--- src/rtl/conv_bit_serializer_if.sv ---
// Word-in / bit-out handshake bundle for conv_bit_serializer.
// The serializer uses the slave view: it consumes words and produces bits.
// The word source and bit sink (the upstream encoder / downstream line side)
// use the master view.
interface conv_bit_serializer_if #(
   parameter int WORD_W = 16
);
   logic [WORD_W-1:0] in_data;
   logic              in_valid;
   logic              in_ready;
   logic              in_last;
   logic [WORD_W-1:0] punct_mask;
   logic              out_bit;
   logic              out_valid;
   logic              out_ready;
   logic              out_last;

   modport slave (
      input  in_data, in_valid, in_last, punct_mask, out_ready,
      output in_ready, out_bit, out_valid, out_last
   );

   modport master (
      output in_data, in_valid, in_last, punct_mask, out_ready,
      input  in_ready, out_bit, out_valid, out_last
   );
endinterface

--- src/rtl/conv_bit_serializer.sv ---
// conv_bit_serializer: turns 16-bit convolutional-encoder words into an
// MSB-first serial bitstream, one bit per output handshake.
// Optional feature macro: PUNCT_EN. When defined, punct_mask selects which
// bits of each word are transmitted (1 = keep). When undefined every bit is
// sent and last_drop is tied low.
// The kept-bit mask rem_r is priority-encoded from the top, so dropped bits
// cost no cycles. in_ready looks ahead at the final bit handshake so the next
// word loads with no idle cycle between words.
module conv_bit_serializer #(
   parameter int WORD_W = 16,
   parameter int CNT_W  = 16
) (
   input  logic             clk,
   input  logic             reset_n,
   conv_bit_serializer_if.slave bus,
   output logic [CNT_W-1:0] frame_words,
   output logic             last_drop
);

   localparam int IDX_W = (WORD_W > 1) ? $clog2(WORD_W) : 1;

   typedef enum logic {IDLE, SHIFT} state_t;

   state_t            state;
   state_t            state_next;
   logic [WORD_W-1:0] data_r;
   logic [WORD_W-1:0] rem_r;
   logic              last_r;
   logic [WORD_W-1:0] kept;
   logic [IDX_W-1:0]  idx;
   logic              one_hot;
   logic              out_hs;
   logic              accept;

`ifdef PUNCT_EN
   assign kept = bus.punct_mask;
`else
   // Without puncturing the mask input has no role; fold it into a sink.
   logic unused_mask;
   assign unused_mask = ^bus.punct_mask;
   assign kept        = '1;
`endif

   // Find the highest still-pending bit; later (higher) indices win.
   always_comb begin
      idx = '0;
      for (int i = 0; i < WORD_W; i++) begin
         if (rem_r[i]) idx = IDX_W'(i);
      end
   end

   assign one_hot = (rem_r != '0) && ((rem_r & (rem_r - WORD_W'(1))) == '0);

   // State register.
   always_ff @(posedge clk or negedge reset_n) begin
      if (!reset_n) state <= IDLE;
      else          state <= state_next;
   end

   // Next state and handshake outputs; in_ready never looks at in_valid.
   always_comb begin
      state_next    = state;
      bus.out_valid = (state == SHIFT);
      bus.out_bit   = 1'b0;
      bus.out_last  = 1'b0;
      if (state == SHIFT) begin
         bus.out_bit  = data_r[idx];
         bus.out_last = last_r && one_hot;
      end
      out_hs       = bus.out_valid && bus.out_ready;
      bus.in_ready = (state == IDLE) || (out_hs && one_hot);
      accept       = bus.in_valid && bus.in_ready;
      if (accept) begin
         state_next = (kept != '0) ? SHIFT : IDLE;
      end else if (out_hs && one_hot) begin
         state_next = IDLE;
      end
   end

   // Word capture on acceptance; retire one kept bit per output handshake.
   always_ff @(posedge clk or negedge reset_n) begin
      if (!reset_n) begin
         data_r <= '0;
         rem_r  <= '0;
         last_r <= 1'b0;
      end else if (accept) begin
         data_r <= bus.in_data;
         rem_r  <= kept;
         last_r <= bus.in_last;
      end else if (out_hs) begin
         rem_r[idx] <= 1'b0;
      end
   end

   // Per-frame word count: saturating, cleared by the frame's last word.
   always_ff @(posedge clk or negedge reset_n) begin
      if (!reset_n) begin
         frame_words <= '0;
      end else if (accept) begin
         if (bus.in_last)              frame_words <= '0;
         else if (frame_words != '1)   frame_words <= frame_words + CNT_W'(1);
      end
   end

`ifdef PUNCT_EN
   // Sticky flag: a frame's last word was punctured away entirely.
   always_ff @(posedge clk or negedge reset_n) begin
      if (!reset_n)                                     last_drop <= 1'b0;
      else if (accept && bus.in_last && kept == '0)     last_drop <= 1'b1;
   end
`else
   assign last_drop = 1'b0;
`endif

endmodule

--- src/flat_wrapper.sv ---
// flat-port wrapper written by rule: the top's interface ports become plain ports
module conv_bit_serializer_flat 
#(
   parameter int WORD_W = 16,
   parameter int CNT_W  = 16
)
  (clk, reset_n, frame_words, last_drop, bus_in_data, bus_in_valid, bus_in_last, bus_punct_mask, bus_out_ready, bus_in_ready, bus_out_bit, bus_out_valid, bus_out_last);
  conv_bit_serializer_if #(.WORD_W(WORD_W)) bus_i ();
  input  logic clk;
  input  logic reset_n;
  output logic [CNT_W-1:0] frame_words;
  output logic last_drop;
  input wire logic [$bits(bus_i.in_data)-1:0] bus_in_data;
  input wire logic [$bits(bus_i.in_valid)-1:0] bus_in_valid;
  input wire logic [$bits(bus_i.in_last)-1:0] bus_in_last;
  input wire logic [$bits(bus_i.punct_mask)-1:0] bus_punct_mask;
  input wire logic [$bits(bus_i.out_ready)-1:0] bus_out_ready;
  output wire logic [$bits(bus_i.in_ready)-1:0] bus_in_ready;
  output wire logic [$bits(bus_i.out_bit)-1:0] bus_out_bit;
  output wire logic [$bits(bus_i.out_valid)-1:0] bus_out_valid;
  output wire logic [$bits(bus_i.out_last)-1:0] bus_out_last;
  assign bus_i.in_data = bus_in_data;
  assign bus_i.in_valid = bus_in_valid;
  assign bus_i.in_last = bus_in_last;
  assign bus_i.punct_mask = bus_punct_mask;
  assign bus_i.out_ready = bus_out_ready;
  assign bus_in_ready = bus_i.in_ready;
  assign bus_out_bit = bus_i.out_bit;
  assign bus_out_valid = bus_i.out_valid;
  assign bus_out_last = bus_i.out_last;
  conv_bit_serializer #(.WORD_W(WORD_W), .CNT_W(CNT_W)) u_core (.clk(clk), .reset_n(reset_n), .bus(bus_i), .frame_words(frame_words), .last_drop(last_drop));
endmodule
--- config.mk ---
export PLATFORM = sky130hd
export DESIGN_NAME = conv_bit_serializer_flat
export DESIGN_NICKNAME = d
export VERILOG_FILES = /design/src/rtl/conv_bit_serializer_if.sv /design/src/rtl/conv_bit_serializer.sv /design/src/flat_wrapper.sv
export SDC_FILE = /design/constraint.sdc
export NUM_CORES = 1
export LEC_CHECK = 0
export ABC_AREA = 1
export BUFFER_PORTS_ARGS = -buffer_cell sky130_fd_sc_hd__buf_4
export CAP_MARGIN = 20
export CORE_AREA = 4 4 83 85
export CTS_BUF_LIST = sky130_fd_sc_hd__clkbuf_8
export DETAILED_ROUTE_END_ITERATION = 7
export DIE_AREA = 0 0 87 89
export HOLD_SLACK_MARGIN = 0.03
export PLACE_DENSITY_LB_ADDON = 0.3
export REMOVE_ABC_BUFFERS = 1
export SLEW_MARGIN = 20
export SYNTH_ARGS = -nofsm -noshare
export SYNTH_HDL_FRONTEND = slang
export SYNTH_SLANG_ARGS = --single-unit
--- constraint.sdc ---
create_clock -name clk -period 3.22 [get_ports clk]
set_input_delay 0.322 -clock clk [delete_from_list [all_inputs] [get_ports clk]]
set_output_delay 0.322 -clock clk [all_outputs]
set_load 0.01 [all_outputs]
After elaboration in Yosys (flattened, before gate mapping)
Cells that the tools add are included.

cells by class
  $add $sub $neg = 2
  magnitude comparators = 2
  eq/ne operators = 1
  multiplexer cells = 27
  bitwise operators = 4
  reductions and logical operators = 13

operators by type and width
  cell                     number
  $mux W16                 4
  $mux W4                  14
  $and A16 B16 Y16         2
  $add A16 B1 Y16 const B  1
  $logic_not A16 Y1        1
  $ne A16 B16 Y1 const B   1
  $not A16 Y16             1
  $reduce_bool A16 Y1      1
  $sub A16 B1 Y16 const B  1
  $mux W1                  7
  $logic_and A1 B1 Y1      6
  $reduce_bool A2 Y1       3
  $lt A4 B5 Y1 const B     1
  $bmux W1 S4              1
  $demux W1 S4             1
  $ge A4 B1 Y1 const B     1
  $reduce_and A2 Y1        1
  $logic_or A1 B1 Y1       1
  $not A1 Y1               1

word-level totals
  flip-flop bits (word level) = 50
  input port bits = 37
  output and inout port bits = 21

Logic depth before layout (Yosys ltp)
  word-level depth = 23
  depth in mapped cells = 21
  gate-level depth less buffers = 21

Worst setup path before layout
No wires, ideal clock.

  kind = register to output
  start point = reg u_core.rem_r[6]
  end point = out bus_out_bit
  data arrival time = 1.838 ns
  slack = 1.060 ns
  cell stages (with the launch flop) = 17
  buffers on the path = 0
  path through = dfrtp_1 > inv_1 > nand2_1 > a31oi_1 > o21ai_0 > nand2_1 > nand2_1 > nor2_2 > inv_1 > nor2_2 > nand2_1 > nand2_1 > inv_1 > nand3_1 > nand2_1 > nand3_1 > nor2_1

between the ends
  word-level cells in the longest chain between the ends = 13

RTL lines
  what                           line                       source
  start, declared                conv_bit_serializer.sv:27  logic [WORD_W-1:0] rem_r;
  start signal, assigned         conv_bit_serializer.sv:88  rem_r <= kept;
  $mux W4 (10 in series)         conv_bit_serializer.sv:48  if (rem_r[i]) idx = IDX_W'(i);
  $bmux W1 S4                    conv_bit_serializer.sv:67  bus.out_bit = data_r[idx];
  $mux W1 (implied by the code)  conv_bit_serializer.sv:67
  $mux W1                        conv_bit_serializer.sv:66  if (state == SHIFT) begin
  end, declared                  flat_wrapper.sv:19         output wire logic [$bits(bus_i.out_bit)-1:0] bus_out_bit;

No other way between the ends. The select of a mux whose other input is x is not followed.

Worst setup path in the final report
Same ends and word-level chain as after synthesis.

==> flow_summary.yaml <==
status:
  status: "finished clean"
power_and_ir_drop:
  ir_worst_vdd_v: 0.000287
  power_density_mw_per_mm2: 572
  total_power_mw: 1.96
  leakagePower_nw: 1.64
drt:
  dr_wl_met2_mm: 3.21
  drc: 0
  wl_met1_mm: 2.88
  num_vias: 2668
  wl_met3_um: 356
  drt_wl_total_mm: 6.49
  ant_nets: 0
  top_layer: "met4"
  drtPass1Iterations: 4
  dr.first_iter.drc_count: 163
  wire_per_inst_um: 12.5
  vias_per_cell: 5.12
die:
  core_area_mm2: 0.00620
  die_w_um: 87
  row_count: 29
  ios: 58
  die_area_mm2: 0.00774
  initial_core_util_pct: 48.1
  fp.dieH_um: 89
worst_setup_path:
  cp_max_fo: 8
  ff2ff_path_depth: 14
  crit_required_ns: 2.90
  arrival_ns: 2.59
  crit_slowest_cell: "dfrtp_1"
  worstSetupPathType: "reg -> out"
  end_kind: "primary output"
  cp_slowest_stage_delay_ns: 0.43
  crit_top_cell: "nand2_1"
  crit_path_cell_trace: "inv_1 > nand2_1 > a31oi_1 > o21ai_0 > nand2_1 > nand2_1 > nor2_4 > inv_1 > nor2_4 > nand2_1 > nand2_1 > nand3b_1 > nand2_1 > nand2_1 > nor2_1 > buf_4"
  worst_setup_path_start_kind: "flop"
sta:
  clock_skew_ns: 0.00701
  setup-tns-final_ns: 0
  setup_viol: 0
  clock.fmax_ghz: 0.344
  fin_crit_ns: 2.91
  whs_ns: 0.0251
  finalMaxSlewViolations: 0
  slew_headroom_pct: 58.2
  setup_ws_ns: 0.312
  rsz0062_at_grt: "false"
  tightest_slew_ns: 0.627
  period_share_pct: 90.3
  hold_viol_final: 0
synthesis:
  avgSynthCellArea_um2: 7.38
  synth_top_area_share_pct: 42.0
  synthCells: 404
  synth_area_mm2: 0.00298
  ys_ff_latch: 50
  synthTopCellsByArea: "dfrtp_1 (42%), nand2_1 (17%), inv_1 (5.7%)"
  synth_top_cell_by_area: "dfrtp_1"
  synth_cell_types: 33
  yosysSeqAreaShare_pct: 42.0
  yosys_warnings: 0
placed_design:
  dp_slack_ns: 0.515
  placed_cells: 513
  post_dp_cell_area_mm2: 0.00332
  gp_congestion: 0.935
  dp_hpwl_mm: 4.70
  io_buffers: 40
clocking:
  cts_sinks: 50
  holdBufCountCts: 0
  cts_made_buffers: 5
  clk_latency_ns: 0.30
  cts.repair.resized: 0
  clockBufferDepth: 2
  clk_pin_slew_worst_paths_ns: 0.09
  cts_root_buf: "clkbuf_8"
  cts.htree.levels: 2
  post_cts_buffers: 0
  cts_tree: "yes"
global_routing:
  track_usage_pct: 18.3
  grt_max_degree: 51
  grt_pass1_wl_mm: 11.4
  grt_overflow: 0
  antenna_found_initial: 0
  grt_pass1_vias: 2615
cells_and_area:
  drive_gt1_share_pct: 23.2
  n_antenna_cell: 0
  final_util_pct: 55.2
  stdcell_area_mm2: 0.00342
  syn_to_final_growth_pct: 14.8
  fillers: 614
  nets: 481
  final-instance-count-excl-fill: 521
min_path:
  hp-class: "in -> async"
flow_run:
  maxCapViolations: 0
-- layout by cell type (no fill, tap or decap), drive strengths merged, types with 3 or more instances in the layout --
master,netlist,routed
nand2,147,147
dfrtp,50,50
inv,49,50
o21ai,43,43
buf,8,42
nor2,29,29
nand3,22,22
nor3,12,12
nand4,9,9
or2,9,9
nand3b,5,5
clkbuf,2,5
a31oi,4,4
xor2,4,4
a21oi,3,3
clkinv,1,3
-- synth_stat cells --
master,n
nand2_4,2
nor2_2,2
o21ai_0,25
nor2_1,24
a21oi_1,3
ha_1,1
or2_2,9
nand3_1,22
dfrtp_1,50
a31oi_1,4
o22ai_1,1
nand4_1,9
buf_6,3
o21ai_2,17
inv_2,4
conb_1,1
nand2_2,13
xor2_1,4
nor3_2,1
clkinv_2,1
o21ai_1,1
mux2i_1,1
buf_2,3
nand2_1,132
nor4_1,1
nand3b_1,5
clkbuf_1,2
xnor2_1,1
nor2_4,3
o31ai_1,1
buf_4,2
inv_1,45
nor3_1,11
-- worst max-delay path, delay by kind of cell, from the launching register on --
kind / cells / cell delay [ns]
AO/OA/AOI/OAI: 2 / 0.30
buffers and inverters: 3 / 0.41
flip-flops: 1 / 0.43
AND/OR/NAND/NOR: 11 / 1.14
-- flip-flops by register name (all words and copies together) (netlist names) --
name / flops
u_core.data_r: 16
u_core.last_r: 1
u_core.bus.out_valid: 1
u_core.frame_words: 16
u_core.rem_r: 16
-- per-layer routing --
metal  up-vias  track usage (%)
li1       1359                -
met1      1236             22.2
met2        69             32.6
met3         4             3.41
met4         0             6.23
met5         -                0
-- worst paths after layout --
check	startpoint	endpoint	slack [ns]
min in group clk	bus_in_data[12]	u_core.data_r[12]$_DFFE_PN0P_	0.22
worst max-delay path	u_core.rem_r[6]$_DFFE_PN0P_	bus_out_bit	0.31
worst min-delay path	reset_n	u_core.data_r[5]$_DFFE_PN0P_	0.03
max in group asynchronous	reset_n	u_core.last_r$_DFFE_PN0P_	2.77
worst min register to register	u_core.data_r[11]$_DFFE_PN0P_	u_core.data_r[11]$_DFFE_PN0P_	0.49
worst max register to register	u_core.rem_r[10]$_DFFE_PN0P_	u_core.frame_words[2]$_DFFE_PN0P_	0.51
-- cell families (layout without fill, tap and decap cells) --
kind of cell	after synthesis	in the layout	synth area share (%)
buf+inv	60	100	8.73
xor+xnor	5	5	1.47
compound gates	52	52	11.2
fa+ha+maj	1	1	0.420
mux	1	1	0.336
flops	50	50	42.0
other cells	1	1	0.126
simple gates	234	234	35.8
-- layout make-up --
type	instances	area (um^2)	share of cell area [%]
multi-input cells	294	1490	43.4
flip-flops and latches	50	1250	36.5
repair buffers	42	315	9.21
inverters	50	189	5.52
well taps	77	96.3	2.81
clock buffers	5	68.8	2.01
clock inverters	3	17.5	0.512
-- power breakdown --
part | leakage [nW] | switching, mW | internal (mW)
Sequential | 0.603 | 0.100 | 0.768
Combinational | 0.983 | 0.460 | 0.275
Clock | 0.0493 | 0.204 | 0.150
(Power assumes the default switching activity.)
